### config.mk
export PLATFORM = sky130hd
export DESIGN_NAME = conv_window_addr_gen
export DESIGN_NICKNAME = d
export VERILOG_FILES = /design/src/rtl/conv_window_addr_gen.sv
export SDC_FILE = /design/constraint.sdc
export NUM_CORES = 1
export LEC_CHECK = 0
export ABC_AREA = 1
export CELL_PAD_IN_SITES_DETAIL_PLACEMENT = 1
export CELL_PAD_IN_SITES_GLOBAL_PLACEMENT = 1
export CORE_MARGIN = 3
export CORE_UTILIZATION = 44
export DETAILED_ROUTE_END_ITERATION = 12
export HOLD_SLACK_MARGIN = 0.05
export PLACE_DENSITY = 0.95
export SLEW_MARGIN = 20
export SYNTH_ARGS = -nofsm -noshare
export SYNTH_HDL_FRONTEND = slang
export SYNTH_SLANG_ARGS = --single-unit
export TNS_END_PERCENT = 1
### constraint.sdc
create_clock -name i_clk -period 8.1 [get_ports i_clk]
set_clock_uncertainty 0.2 [all_clocks]
set_input_delay 1.62 -clock i_clk [delete_from_list [all_inputs] [get_ports i_clk]]
set_output_delay 1.62 -clock i_clk [all_outputs]
set_load 0.005 [all_outputs]
### src/rtl/conv_window_addr_gen.sv
`default_nettype none
// ============================================================================
// Module      : conv_window_addr_gen
// Description : 3x3 convolution window read-address issuer. Raster-scans the
//               feature map and emits nine tap addresses per output pixel,
//               each with a padding flag.
// Revision    : 1.0 - initial release
// ============================================================================
module conv_window_addr_gen #(
    parameter int ROW_BITS = 6,
    parameter int COL_BITS = 6,
    parameter int BASE_W   = 16
) (
    input  logic                         i_clk,
    input  logic                         i_rst,
    input  logic                         i_start,
    input  logic [BASE_W-1:0]            i_base,
    input  logic                         i_tapReady,
    output logic                         o_tapValid,
    output logic [BASE_W-1:0]            o_tapAddr,
    output logic [3:0]                   o_tapIdx,
    output logic                         o_tapPad,
    output logic [ROW_BITS+COL_BITS-1:0] o_localAddr,
    output logic                         o_lastTap,
    output logic                         o_lastWin,
    output logic                         o_busy,
    output logic                         o_done
);

    localparam int                c_loc_w    = ROW_BITS + COL_BITS;
    localparam logic [BASE_W-1:0] c_row_step = BASE_W'(1) << COL_BITS;

    typedef enum logic [1:0] {
        S_IDLE = 2'd0,
        S_RUN  = 2'd1,
        S_DONE = 2'd2
    } state_t;

    state_t              r_state_q, w_state_d;
    logic [BASE_W-1:0]   r_base_q,  w_base_d;
    logic [ROW_BITS-1:0] r_row_q,   w_row_d;
    logic [COL_BITS-1:0] r_col_q,   w_col_d;
    logic [3:0]          r_tap_q,   w_tap_d;

    logic                r_valid_q,    w_valid_d;
    logic [BASE_W-1:0]   r_addr_q,     w_addr_d;
    logic [3:0]          r_idx_q,      w_idx_d;
    logic                r_pad_q,      w_pad_d;
    logic [c_loc_w-1:0]  r_loc_q,      w_loc_d;
    logic                r_last_tap_q, w_last_tap_d;
    logic                r_last_win_q, w_last_win_d;
    logic                r_busy_q,     w_busy_d;
    logic                r_done_q,     w_done_d;

    logic                w_xfer;
    logic                w_run;
    logic                w_dr_neg, w_dr_pos, w_dc_neg, w_dc_pos;
    logic                w_row_max, w_col_max, w_row_zero, w_col_zero;
    logic                w_pad;
    logic [BASE_W-1:0]   w_center;
    logic [BASE_W-1:0]   w_row_off, w_col_off;

    assign w_xfer = r_valid_q & i_tapReady;

    // Scan counters and FSM next state
    always_comb begin
        w_state_d = r_state_q;
        w_base_d  = r_base_q;
        w_row_d   = r_row_q;
        w_col_d   = r_col_q;
        w_tap_d   = r_tap_q;
        case (r_state_q)
            S_IDLE: begin
                if (i_start) begin
                    w_state_d = S_RUN;
                    w_base_d  = i_base;
                    w_row_d   = '0;
                    w_col_d   = '0;
                    w_tap_d   = '0;
                end
            end
            S_RUN: begin
                if (w_xfer) begin
                    if (r_tap_q == 4'd8) begin
                        w_tap_d = '0;
                        if ((&r_row_q) && (&r_col_q)) begin
                            w_state_d = S_DONE;
                        end else begin
                            w_col_d = r_col_q + COL_BITS'(1);
                            if (&r_col_q) begin
                                w_row_d = r_row_q + ROW_BITS'(1);
                            end
                        end
                    end else begin
                        w_tap_d = r_tap_q + 4'd1;
                    end
                end
            end
            S_DONE: begin
                w_state_d = S_IDLE;
            end
            default: begin
                w_state_d = S_IDLE;
            end
        endcase
    end

    // Tap fields are derived from the next counter values so the outputs are
    // registered yet line up with the tap the counters point at.
    always_comb begin
        w_run      = (w_state_d == S_RUN);
        w_dr_neg   = (w_tap_d < 4'd3);
        w_dr_pos   = (w_tap_d > 4'd5);
        w_dc_neg   = (w_tap_d == 4'd0) || (w_tap_d == 4'd3) || (w_tap_d == 4'd6);
        w_dc_pos   = (w_tap_d == 4'd2) || (w_tap_d == 4'd5) || (w_tap_d == 4'd8);
        w_row_max  = &w_row_d;
        w_col_max  = &w_col_d;
        w_row_zero = ~|w_row_d;
        w_col_zero = ~|w_col_d;
        w_pad      = (w_dr_neg & w_row_zero) | (w_dr_pos & w_row_max) |
                     (w_dc_neg & w_col_zero) | (w_dc_pos & w_col_max);

        w_center   = w_base_d + BASE_W'({w_row_d, w_col_d});
        w_row_off  = w_dr_neg ? ('0 - c_row_step) : (w_dr_pos ? c_row_step : '0);
        w_col_off  = w_dc_neg ? '1 : (w_dc_pos ? BASE_W'(1) : '0);

        w_valid_d    = w_run;
        w_addr_d     = '0;
        w_idx_d      = '0;
        w_pad_d      = 1'b0;
        w_loc_d      = '0;
        w_last_tap_d = 1'b0;
        w_last_win_d = 1'b0;
        if (w_run) begin
            w_addr_d     = w_pad ? w_center : (w_center + w_row_off + w_col_off);
            w_idx_d      = w_tap_d;
            w_pad_d      = w_pad;
            w_loc_d      = {w_row_d, w_col_d};
            w_last_tap_d = (w_tap_d == 4'd8);
            w_last_win_d = w_row_max & w_col_max;
        end
        w_busy_d = (w_state_d != S_IDLE);
        w_done_d = (w_state_d == S_DONE);
    end

    always_ff @(posedge i_clk) begin
        if (i_rst) begin
            r_state_q    <= S_IDLE;
            r_base_q     <= '0;
            r_row_q      <= '0;
            r_col_q      <= '0;
            r_tap_q      <= '0;
            r_valid_q    <= 1'b0;
            r_addr_q     <= '0;
            r_idx_q      <= '0;
            r_pad_q      <= 1'b0;
            r_loc_q      <= '0;
            r_last_tap_q <= 1'b0;
            r_last_win_q <= 1'b0;
            r_busy_q     <= 1'b0;
            r_done_q     <= 1'b0;
        end else begin
            r_state_q    <= w_state_d;
            r_base_q     <= w_base_d;
            r_row_q      <= w_row_d;
            r_col_q      <= w_col_d;
            r_tap_q      <= w_tap_d;
            r_valid_q    <= w_valid_d;
            r_addr_q     <= w_addr_d;
            r_idx_q      <= w_idx_d;
            r_pad_q      <= w_pad_d;
            r_loc_q      <= w_loc_d;
            r_last_tap_q <= w_last_tap_d;
            r_last_win_q <= w_last_win_d;
            r_busy_q     <= w_busy_d;
            r_done_q     <= w_done_d;
        end
    end

    assign o_tapValid  = r_valid_q;
    assign o_tapAddr   = r_addr_q;
    assign o_tapIdx    = r_idx_q;
    assign o_tapPad    = r_pad_q;
    assign o_localAddr = r_loc_q;
    assign o_lastTap   = r_last_tap_q;
    assign o_lastWin   = r_last_win_q;
    assign o_busy      = r_busy_q;
    assign o_done      = r_done_q;

endmodule
`default_nettype wire

==> impl_metrics.toml <==
[sta]
setup_total_negative_slack_ns = 0
fin_crit_sh_pct = 87.19
slew_headroom_pct = 58.42
final-max-slew-violation-count = 0
grt_setup_unrepaired = "no"
max_freq_ghz = 0.1416
final_period_minus_worst_setup_slack_ns = 7.063
timing_worst_slew_pin_value_ns = 0.6172
timing_hold_violations_final = 0
setup_violations = 0

[power]
power.density_mw_per_mm2 = 181.3
fin_total_pwr_mw = 1.127
vdd.ir_drop.worst_uv = 91.98
leakage_nw = 2.977

[global_route]
grt_pass1_wl_um = 28030
grt_pass1_vias = 5717
grt_max_degree = 37
globalRoute.totalOverflow = 0
global_route.usage.total_pct = 26.60
grt_antenna_before_repair = 0

[setup_path]
r2r_end = "o_tapAddr[13]"
reg2regPathDepth = 23
setup.worst_path.class = "in2reg"
cp_data_required_time_ns = 8.18
max_stage_delay_ns = 0.50
rr_startpoint = "r_state_q[1]"
timing.critical_path.max_delay_family = "compound AO/OA/AOI/OAI gates"
worstPathCellList = "clkdlybuf4s50_1 > nand2_4 > nor2_4 > inv_2 > o21ai_0 > inv_1 > ha_1 > fa_1 > nand3_1 > nand3_2 > xor2_1 > fa_1 > ha_1 > nand2_1 > o21ai_0 > a21oi_1 > o21ai_0 > a21oi_1 > o21bai_1 > nand3_1 > nand3_1 > nand3_1 > a21oi_1"
total_buffers_and_inverters_traversed_by_the_critical_path = 3
crit_path_top_delay_cell = "clkdlybuf4s50_1"
setup.worst_path.end_class = "flop"
crit_start_category = "primary input"
path_max_fanout = 20
critical-path-top-cell-by-count = "nand3_1"
reg2reg_setup_slack_ns = 2.36
arrival_ns = 7.14

[floorplan]
design.core.area_mm2 = 0.01156
effective_utilization_at_floorplan_pct = 45.62
floorplan.die_area_mm2 = 0.01334
die_x_um = 115.5
die_y_um = 115.5
num_rows = 39
ioPinCount = 58

[cells_and_area]
final_cell_area_mm2 = 0.006216
area_growth_pct = 17.81
layout.nets = 894
drive_gt1_share_pct = 11.96
count_of_inserted_antenna_diode_cells = 0
num-fill-cells = 1502

[synthesis]
synth_nets = 838
async_reset_ff_share_pct = 0
synth.top_cells.by_area = "dfxtp_1 (27%), nand2_1 (11%), nor2_1 (8.5%)"
syn-cell-area_mm2 = 0.005276
synth.top_cells.by_count = "nand2_1 (152), nor2_1 (120), inv_1 (118)"
synthesis.instances = 776
ys_dominant_reg_cell = "dfxtp_1"
yosys_register_bits = 72
yosys_warnings = 0
synthesis.area_per_instance_um2 = 6.799
synth.most_common_cell = "nand2_1"
ys_types = 46
number_of_synthesized_flops_with_an_enable_pin = 0
yosysTopAreaCell = "dfxtp_1"
synth.yosys.seq_area_share_pct = 27.32
synth_top_area_share_pct = 27.32

[place]
placement.cell_area_mm2 = 0.005954
io_buffers = 57
place.gp.congestion = 0.9278
dp_hpwl_um = 12910

[route]
totalWireLength_um = 16800
post_detailed_route_drc_marker_count = 0
drt-pass1-iter-count = 5
wire_per_inst_um = 17.16
via_count_normalized_by_instance_count = 5.356
drtAntennaViolNets = 0
first_iter_violations = 264
number_of_vias_in_the_routed_layout = 5244

[min_path]
whs_endpoint = "r_base_q[5]"
worstHoldPathType = "reg2reg"
min_path_cells = 3
timing.hold.worst.start = "r_base_q[5]"

[clock_network]
clk-insertion-delay-late_ns = 0.35
cts_setup_buffers = 0
ctsHtreeMaxLevel = 3
root_buffer = "clkbuf_16"
cts_tree = "built"
cts-buffers-inserted = 9
post_cts_resized = 0
clockBufferDepth = 2
cts.clk_slew.worst_paths_ns = 0.06
holdBufCountCts = 0
clock_sink_count = 72

[flow_run]
cap_viol_max_count = 0

[run_status]
outcome = "complete, no violations"
[worst register-to-register path: stages, from the launching register on]
cell      delay (ns)
dfxtp_1         0.34
inv_2           0.11
nand2_4         0.08
nor2_4          0.34
inv_2           0.29
o21ai_0         0.50
inv_1           0.10
ha_1            0.27
fa_1            0.47
nand3_1         0.14
nand3_2         0.09
xor2_1          0.30
fa_1            0.48
ha_1            0.39
nand2_1         0.10
o21ai_0         0.20
a21oi_1         0.12
o21ai_0         0.30
a21oi_1         0.11
o21bai_1        0.21
nand3_1         0.14
nand3_1         0.09
nand3_1         0.09
a21oi_1         0.18
[power breakdown]
group / total [mW] / internal (mW) / switching, mW
Clock: 0.367 / 0.204 / 0.162
Sequential: 0.378 / 0.371 / 0.00643
Combinational: 0.382 / 0.146 / 0.237
Total: 1.13 / 0.721 / 0.405
[flip-flops by register name, indices dropped and copies added, names as in the netlist]
register     cells
o_localAddr     12
r_base_q        16
r_col_q          6
o_busy           1
o_tapIdx         4
o_lastTap        1
o_tapAddr       16
r_row_q          6
r_tap_q          4
o_tapPad         1
o_tapValid       1
o_lastWin        1
r_state_q        2
o_done           1
[placed cells by master (no fill, tap or decap), drive strengths merged, types with 2 or more instances in the layout]
cell type,Yosys,routed
clkinv,0,4
clkdlybuf4s50,0,57
or2,19,19
a21o,2,2
o21bai,3,3
nand3,66,66
o21ai,40,40
xnor2,4,4
nand3b,3,3
o22ai,2,2
o211ai,2,2
nand4,6,6
o21a,2,2
nor2,131,131
and2,3,3
a21oi,44,44
clkbuf,7,9
ha,31,31
xor2,13,13
fa,11,11
buf,7,2
nand2,170,170
dfxtp,72,72
nor3,8,8
inv,126,127
[worst max path at each step]
stage,startpoint,endpoint,slack (ns),cells after the start
after global placement,i_start,o_tapAddr[13],0.95,23
after detailed placement,i_start,o_tapAddr[13],0.84,23
after global routing,i_start,o_tapAddr[13],0.59,23
final,i_start,o_tapAddr[13],1.04,23
after CTS,i_start,o_tapAddr[13],1.13,23
after floorplan,i_start,o_tapAddr[15],2.42,29
[per-stage QoR]
step	utilization, %	cells	hold WS [ns]	setup slack, ns
2_1_floorplan	-	776	0.3296	2.415
3_3_place_gp	51.49	964	0.3422	0.9472
3_5_place_dp	51.49	964	0.3665	0.8392
4_1_cts	53.75	979	0.3819	1.133
5_1_grt	53.75	979	0.4158	0.5879
6_report	53.75	979	0.3739	1.037
[cells by family (layout without fill, tap and decap cells)]
logic type	after synthesis	after routing	synth area share, %
DFF	72	72	27.32
AOI/OAI and AO/OA	98	98	11.48
xor gates and xnor gates	17	17	2.964
adders and majority gates	42	42	11.52
and+or+nand+nor	407	407	36.07
buffers and inverters	140	200	10.65
[metal layers]
| layer | global-route usage (%) | part of all wire (%) | vias to the layer above |
|---|---|---|---|
| met5 | 0 | 0 | - |
| met4 | 8.842 | 2.2 | 0 |
| met3 | 5.117 | 4.3 | 29 |
| met2 | 47.84 | 50 | 132 |
| met1 | 31.72 | 43 | 2536 |
| li1 | - | - | 2547 |
[layout make-up]
type / count / area [um2] / area share, %
Tap cell: 143 / 178.9 / 2.878
Sequential cell: 72 / 1441 / 23.19
Inverter: 126 / 475.5 / 7.649
Clock inverter: 6 / 36.28 / 0.5837
Clock buffer: 9 / 225.2 / 3.623
Timing Repair Buffer: 59 / 585.6 / 9.420
Multi-Input combinational cell: 564 / 3273 / 52.66
No activity file was read; power rests on OpenSTA's default activity.
